$ cat config.mk
export PLATFORM = sky130hd
export DESIGN_NAME = lsu_mem_master_flat
export DESIGN_NICKNAME = d
export VERILOG_FILES = /design/src/rtl/lsu_mem_master_if.sv /design/src/rtl/lsu_mem_master.sv /design/src/flat_wrapper.sv
export SDC_FILE = /design/constraint.sdc
export NUM_CORES = 1
export LEC_CHECK = 0
export BUFFER_PORTS_ARGS = -buffer_cell sky130_fd_sc_hd__buf_4
export CAP_MARGIN = 40
export CORE_ASPECT_RATIO = 1.75
export CORE_MARGIN = 10
export CORE_UTILIZATION = 45
export CTS_BUF_LIST = sky130_fd_sc_hd__clkbuf_4 sky130_fd_sc_hd__clkbuf_8
export CTS_CLUSTER_SIZE = 28
export DETAILED_ROUTE_END_ITERATION = 10
export PLACE_DENSITY = 0.74
export SYNTH_ARGS = -nofsm -noshare
export SYNTH_HDL_FRONTEND = slang
export SYNTH_SLANG_ARGS = --single-unit
$ cat constraint.sdc
create_clock -name i_clk -period 2.8 [get_ports i_clk]
set_input_delay 0.14 -clock i_clk [delete_from_list [all_inputs] [get_ports i_clk]]
set_output_delay 0.14 -clock i_clk [all_outputs]
set_load 0.03 [all_outputs]
$ cat src/rtl/lsu_mem_master_if.sv
// Bus bundle for lsu_mem_master: core request/response handshake plus the word-wide memory port.
// master = the LSU's view; slave = the core-and-memory side.
interface lsu_mem_master_if #(
    parameter int ADDR_W = 10
);
    logic              i_req_valid;
    logic              o_req_ready;
    logic              i_req_we;
    logic [1:0]        i_req_size;
    logic              i_req_unsigned;
    logic [31:0]       i_req_addr;
    logic [31:0]       i_req_wdata;
    logic              o_rsp_valid;
    logic              i_rsp_ready;
    logic [31:0]       o_rsp_rdata;
    logic              o_rsp_err;
    logic              o_mem_we;
    logic [ADDR_W-1:0] o_mem_addr;
    logic [31:0]       o_mem_wdata;
    logic [31:0]       i_mem_rdata;

    modport master (
        input  i_req_valid, i_req_we, i_req_size, i_req_unsigned, i_req_addr, i_req_wdata,
        input  i_rsp_ready, i_mem_rdata,
        output o_req_ready, o_rsp_valid, o_rsp_rdata, o_rsp_err,
        output o_mem_we, o_mem_addr, o_mem_wdata
    );

    modport slave (
        output i_req_valid, i_req_we, i_req_size, i_req_unsigned, i_req_addr, i_req_wdata,
        output i_rsp_ready, i_mem_rdata,
        input  o_req_ready, o_rsp_valid, o_rsp_rdata, o_rsp_err,
        input  o_mem_we, o_mem_addr, o_mem_wdata
    );
endinterface

$ cat src/rtl/lsu_mem_master.sv
// Load/store initiator: turns byte/half/word loads and stores into word accesses (RMW for sub-word stores).
// Optional build macro LSU_RANGE_CHECK_EN: addresses with bits above ADDR_W set are reported as errors.
`ifndef DATA_WIDTH
`define DATA_WIDTH 32
`endif

module lsu_mem_master #(
    parameter int ADDR_W = 10
) (
    input  logic             i_clk,
    input  logic             i_rst_n,
    lsu_mem_master_if.master bus
);
    typedef enum logic [1:0] {IDLE, ACCESS, WRITE, RESP} state_t;

    state_t      state;
    logic        we;
    logic        uns;
    logic [1:0]  size;
    logic [1:0]  off;
    logic [15:0] wdata_lo;
    logic        range_bad;
    logic        req_range_bad;

    generate
        if (`DATA_WIDTH != 32) begin : g_width_chk
            $error("lsu_mem_master requires DATA_WIDTH == 32");
        end
    endgenerate

`ifdef LSU_RANGE_CHECK_EN
    assign req_range_bad = |bus.i_req_addr[31:ADDR_W];
`else
    logic unused_addr_hi;
    assign unused_addr_hi = ^bus.i_req_addr[31:ADDR_W];
    assign req_range_bad  = 1'b0;
`endif

    // Sizes 10 and 11 are both word accesses.
    function automatic logic misaligned(input logic [1:0] sz, input logic [1:0] a);
        return ((sz == 2'b01) && a[0]) || (sz[1] && (a != 2'b00));
    endfunction

    function automatic logic [31:0] load_ext(input logic [31:0] w, input logic [1:0] sz,
                                             input logic [1:0] a, input logic u);
        logic [7:0]  b;
        logic [15:0] h;
        b = w[{a, 3'b000} +: 8];
        h = a[1] ? w[31:16] : w[15:0];
        case (sz)
            2'b00:   return u ? {24'b0, b} : {{24{b[7]}}, b};
            2'b01:   return u ? {16'b0, h} : {{16{h[15]}}, h};
            default: return w;
        endcase
    endfunction

    function automatic logic [31:0] merge(input logic [31:0] w, input logic [15:0] d,
                                          input logic [1:0] sz, input logic [1:0] a);
        logic [31:0] m;
        m = w;
        if (sz == 2'b00)
            m[{a, 3'b000} +: 8] = d[7:0];
        else if (a[1])
            m[31:16] = d;
        else
            m[15:0] = d;
        return m;
    endfunction

    always_ff @(posedge i_clk or negedge i_rst_n) begin
        if (!i_rst_n) begin
            state           <= IDLE;
            bus.o_req_ready <= 1'b1;
            bus.o_rsp_valid <= 1'b0;
            bus.o_rsp_rdata <= '0;
            bus.o_rsp_err   <= 1'b0;
            bus.o_mem_we    <= 1'b0;
            bus.o_mem_addr  <= '0;
            bus.o_mem_wdata <= '0;
            we              <= 1'b0;
            uns             <= 1'b0;
            size            <= 2'b00;
            off             <= 2'b00;
            wdata_lo        <= '0;
            range_bad       <= 1'b0;
        end else begin
            case (state)
                IDLE: begin
                    if (bus.i_req_valid) begin
                        we              <= bus.i_req_we;
                        uns             <= bus.i_req_unsigned;
                        size            <= bus.i_req_size;
                        off             <= bus.i_req_addr[1:0];
                        wdata_lo        <= bus.i_req_wdata[15:0];
                        range_bad       <= req_range_bad;
                        bus.o_req_ready <= 1'b0;
                        bus.o_mem_addr  <= {bus.i_req_addr[ADDR_W-1:2], 2'b00};
                        bus.o_mem_wdata <= bus.i_req_wdata;
                        // A full-word store writes during ACCESS, so its enable is decided here.
                        bus.o_mem_we    <= bus.i_req_we & bus.i_req_size[1] & ~req_range_bad
                                           & ~misaligned(bus.i_req_size, bus.i_req_addr[1:0]);
                        state           <= ACCESS;
                    end
                end
                ACCESS: begin
                    bus.o_mem_we    <= 1'b0;
                    bus.o_rsp_rdata <= '0;
                    bus.o_rsp_err   <= 1'b0;
                    if (misaligned(size, off) || range_bad) begin
                        bus.o_rsp_err   <= 1'b1;
                        bus.o_rsp_valid <= 1'b1;
                        state           <= RESP;
                    end else if (!we) begin
                        bus.o_rsp_rdata <= load_ext(bus.i_mem_rdata, size, off, uns);
                        bus.o_rsp_valid <= 1'b1;
                        state           <= RESP;
                    end else if (!size[1]) begin
                        bus.o_mem_wdata <= merge(bus.i_mem_rdata, wdata_lo, size, off);
                        bus.o_mem_we    <= 1'b1;
                        state           <= WRITE;
                    end else begin
                        bus.o_rsp_valid <= 1'b1;
                        state           <= RESP;
                    end
                end
                WRITE: begin
                    bus.o_mem_we    <= 1'b0;
                    bus.o_rsp_valid <= 1'b1;
                    state           <= RESP;
                end
                RESP: begin
                    if (bus.i_rsp_ready) begin
                        bus.o_rsp_valid <= 1'b0;
                        bus.o_req_ready <= 1'b1;
                        state           <= IDLE;
                    end
                end
                default: state <= IDLE;
            endcase
        end
    end
endmodule
$ cat src/flat_wrapper.sv
// flat-port wrapper written by rule: the top's interface ports become plain ports
module lsu_mem_master_flat 
#(
    parameter int ADDR_W = 10
)
  (i_clk, i_rst_n, bus_i_req_valid, bus_i_req_we, bus_i_req_size, bus_i_req_unsigned, bus_i_req_addr, bus_i_req_wdata, bus_i_rsp_ready, bus_i_mem_rdata, bus_o_req_ready, bus_o_rsp_valid, bus_o_rsp_rdata, bus_o_rsp_err, bus_o_mem_we, bus_o_mem_addr, bus_o_mem_wdata);
  lsu_mem_master_if #(.ADDR_W(ADDR_W)) bus_i ();
  input  logic i_clk;
  input  logic i_rst_n;
  input wire logic [$bits(bus_i.i_req_valid)-1:0] bus_i_req_valid;
  input wire logic [$bits(bus_i.i_req_we)-1:0] bus_i_req_we;
  input wire logic [$bits(bus_i.i_req_size)-1:0] bus_i_req_size;
  input wire logic [$bits(bus_i.i_req_unsigned)-1:0] bus_i_req_unsigned;
  input wire logic [$bits(bus_i.i_req_addr)-1:0] bus_i_req_addr;
  input wire logic [$bits(bus_i.i_req_wdata)-1:0] bus_i_req_wdata;
  input wire logic [$bits(bus_i.i_rsp_ready)-1:0] bus_i_rsp_ready;
  input wire logic [$bits(bus_i.i_mem_rdata)-1:0] bus_i_mem_rdata;
  output wire logic [$bits(bus_i.o_req_ready)-1:0] bus_o_req_ready;
  output wire logic [$bits(bus_i.o_rsp_valid)-1:0] bus_o_rsp_valid;
  output wire logic [$bits(bus_i.o_rsp_rdata)-1:0] bus_o_rsp_rdata;
  output wire logic [$bits(bus_i.o_rsp_err)-1:0] bus_o_rsp_err;
  output wire logic [$bits(bus_i.o_mem_we)-1:0] bus_o_mem_we;
  output wire logic [$bits(bus_i.o_mem_addr)-1:0] bus_o_mem_addr;
  output wire logic [$bits(bus_i.o_mem_wdata)-1:0] bus_o_mem_wdata;
  assign bus_i.i_req_valid = bus_i_req_valid;
  assign bus_i.i_req_we = bus_i_req_we;
  assign bus_i.i_req_size = bus_i_req_size;
  assign bus_i.i_req_unsigned = bus_i_req_unsigned;
  assign bus_i.i_req_addr = bus_i_req_addr;
  assign bus_i.i_req_wdata = bus_i_req_wdata;
  assign bus_i.i_rsp_ready = bus_i_rsp_ready;
  assign bus_i.i_mem_rdata = bus_i_mem_rdata;
  assign bus_o_req_ready = bus_i.o_req_ready;
  assign bus_o_rsp_valid = bus_i.o_rsp_valid;
  assign bus_o_rsp_rdata = bus_i.o_rsp_rdata;
  assign bus_o_rsp_err = bus_i.o_rsp_err;
  assign bus_o_mem_we = bus_i.o_mem_we;
  assign bus_o_mem_addr = bus_i.o_mem_addr;
  assign bus_o_mem_wdata = bus_i.o_mem_wdata;
  lsu_mem_master #(.ADDR_W(ADDR_W)) u_core (.i_clk(i_clk), .i_rst_n(i_rst_n), .bus(bus_i));
endmodule
==> results.ini <==
[layout]
final_area_um2 = 7640
final_nets = 822
drive_above_1_share_pct = 39.5
final_util_pct = 59.7
fillers = 1129
area_delta_synth_final_pct = 30.9
num_antenna_cells = 0

[yosys]
synth_top_family_by_area = compound AO/OA/AOI/OAI gates
synth-xor-area-share_pct = 0
syn_area_per_cell_um2 = 10.7
synthCells = 543
syn_area_um2 = 5840
async_reset_ff_share_pct = 100
yosysWarnings = 0
yosysSeqAreaShare_pct = 42.9
synthSimpleGateAreaFrac_pct = 7.50
dominantRegCellSynth = dfrtp_1
synth.area.mux_share_pct = 16.9
synth-seq-cells = 100
synth_compound_area_share_pct = 25.5
synth_edf_count = 0
yosysUniqueCellTypes = 56
synthAdderAreaFrac_pct = 1.93

[drt]
wl_per_cell_um = 23.8
vias_per_cell = 6.10
drc = 0
detail-route-antenna-nets = 0
num_vias = 5400
drtIter0Drc = 460
dr.pass1.iters = 6
wirelength_mm = 21.1

[cts]
root_buffer = clkbuf_8
path_clk_slew_ns = 0.10
htreeDepth = 3
cts.sinks = 100
cts_buffer_depth = 2
cts_made_buffers = 9
cts-resized-gates = 0
clk_latency_ns = 0.38
cts_tree = yes

[placement]
dpl-instance-area_um2 = 7190
dpl.hpwl_mm = 15.8
io_buffers = 157
place.gp.congestion = 0.944

[floorplan]
io_pins = 182
die_h_um = 171
start_util_pct = 45.6
core_area_um2 = 12800
fp.dieW_um = 106
rows = 55
design.die.area_um2 = 18100

[worst_setup_path]
cp-end-kind = register
worstPathArrival_ns = 2.55
cp.required_ns = 3.07
crit_chain = buf_4, ha_1, inv_1, a221oi_1, o21ai_0, mux2_2
startpoint_type = register
crit_path_max_fanout = 19
cpMaxStageDelayCell = ha_1
cpPeakStageDelay_ns = 0.42
critical_path_class = reg -> reg
path_delay_family = compound AO/OA/AOI/OAI gates
critical_path_buf_inv_count = 2

[sta]
period_needed_ns = 2.28
timing.hold.ws_ns = 0.00661
relSlewSlack_pct = 48.6
slew_violations = 0
max_freq_mhz = 439
fin_crit_sh_pct = 81.3
fin_skew_ns = 0.0137
setup_viol = 0
fin_setup_tns_ns = 0
tightest_slew_ns = 0.760
hold_viol_final = 0
rsz0062_at_grt = false

[grt]
gr-usage-met1_pct = 25.7
use_met2_pct = 40.3
grt_pass1_wl_mm = 32.6
grt_busiest_layer = met2
antenna_found_initial = 0
grt-ovfl-total = 0
track_usage_pct = 22.7
grt_pass1_vias = 5662
grt_max_degree = 53
gr-usage-met3_pct = 3.62

[pwr]
peakVddDrop_v = 0.000751
p_per_area_nw_per_um2 = 1360
leakage_uw = 0.00342

[min_path]
hold_path.class = in -> reg

[job]
drv_cap = 0

[run_status]
status = complete, no violations

==> stage by stage <==
step | total power, uW | worst slack (ns) | cells
3_5_place_dp | 9320 | 0.598 | 845
5_1_grt | 11000 | 0.341 | 885
6_report | 10400 | 0.523 | 885
2_1_floorplan | 7120 | 0.245 | 544
3_3_place_gp | 9140 | 0.374 | 844
4_1_cts | 10400 | 0.566 | 885
==> flip-flops by register name (all words and copies together), names as in the netlist, 2 cells and up <==
| register | flops |
|---|---|
| u_core.wdata_lo | 16 |
| u_core.bus.o_rsp_rdata | 32 |
| u_core.bus.o_mem_addr | 8 |
| u_core.bus.o_mem_wdata | 32 |
| u_core.state | 2 |
| u_core.off | 2 |
| u_core.size | 2 |
==> cell usage after synthesis, types with 2 or more instances <==
master | n | area, um^2
clkbuf_1 | 30 | 113
mux2_2 | 71 | 800
o221ai_1 | 8 | 70.1
mux2i_1 | 17 | 170
o21ai_0 | 27 | 135
nand3_1 | 9 | 45.0
a22oi_1 | 9 | 67.6
a31oi_1 | 8 | 50.1
nand2_1 | 21 | 78.8
nand4_1 | 7 | 43.8
a221o_1 | 23 | 230
o21bai_1 | 2 | 15.0
buf_2 | 12 | 60.1
a22o_1 | 8 | 70.1
o2bb2ai_1 | 23 | 201
dfrtp_1 | 99 | 2480
a32o_1 | 8 | 80.1
ha_1 | 9 | 113
nor2_1 | 6 | 22.5
a221oi_1 | 10 | 87.6
a311oi_1 | 7 | 61.3
buf_1 | 5 | 18.8
nand2b_1 | 2 | 12.5
buf_6 | 2 | 22.5
o211ai_1 | 2 | 15.0
and3_1 | 2 | 12.5
nor2b_1 | 14 | 87.6
buf_4 | 4 | 30.0
inv_1 | 15 | 56.3
a21oi_1 | 50 | 250
a222oi_1 | 7 | 70.1
nor3_2 | 2 | 20.0
==> power by group <==
| group | switching (uW) | internal (uW) |
|---|---|---|
| sequential | 638 | 2200 |
| combinational | 3840 | 2690 |
| clock | 552 | 446 |
==> repair_timing <==
item,CTS,global route
hold endpoints to repair,70,0
setup buffers,0,0
hold buffers,24,0
==> worst paths after layout <==
path,start,depth (start not counted),slack [ns],end
setup / recovery,u_core.off[1]$_DFFE_PN0P_,6,0.52,u_core.bus.o_mem_wdata[22]$_DFFE_PN0P_
hold reg to reg,u_core.bus.o_rsp_err$_DFFE_PN0P_,1,0.50,u_core.bus.o_rsp_err$_DFFE_PN0P_
max in group asynchronous,i_rst_n,3,1.78,u_core.bus.o_mem_wdata[5]$_DFFE_PN0P_
min in group asynchronous,i_rst_n,2,0.31,u_core.bus.o_mem_addr[6]$_DFFE_PN0P_
hold / removal,bus_i_req_wdata[15],2,0.007,u_core.wdata_lo[15]$_DFFE_PN0P_
setup reg to reg,u_core.off[1]$_DFFE_PN0P_,6,0.52,u_core.bus.o_mem_wdata[22]$_DFFE_PN0P_
==> cell families (layout without fill, tap and decap cells) <==
family	after synthesis	after routing
AOI/OAI and AO/OA	198	198
adders and majority gates	9	9
buffers and inverters	70	240
DFF	100	100
muxes	89	89
other	1	2
and+or+nand+nor	76	76
==> cell type report <==
class	instances	area, um^2	share of cell area (%)
clock inverters	6	68.8	0.901
multi-input cells	374	3030	39.6
flip-flops and latches	100	2500	32.8
repair buffers	207	1620	21.3
well taps	171	214	2.80
inverters	17	63.8	0.835
clock buffers	10	138	1.80
==> metal layers <==
metal	share of wire, %	vias to the layer above
li1	-	2433
met5	0	-
met4	3.8	0
met1	38	2729
met2	54	201
met3	4.4	37
==> layout by cell type, fill, tap and decap left out, types with 2 or more instances in the layout <==
master	n
a221o_1	23
a21oi_1	50
a22o_1	8
mux2i_1	17
a32o_1	8
a222oi_1	7
nor3_2	2
a221oi_1	10
a31oi_1	8
buf_4	181
o2bb2ai_1	23
mux2_2	71
nor2b_1	14
o21ai_0	27
conb_1	2
nand3_1	9
dfrtp_1	98
a311oi_1	7
dlygate4sd3_1	24
nor2_1	6
clkbuf_8	10
ha_1	9
nand4_1	7
o211ai_1	2
o221ai_1	8
a22oi_1	9
nand2b_1	2
inv_6	3
inv_1	15
o21bai_1	2
and3_1	2
nand2_1	21
Note: power is estimated with default switching activity, not from simulation.
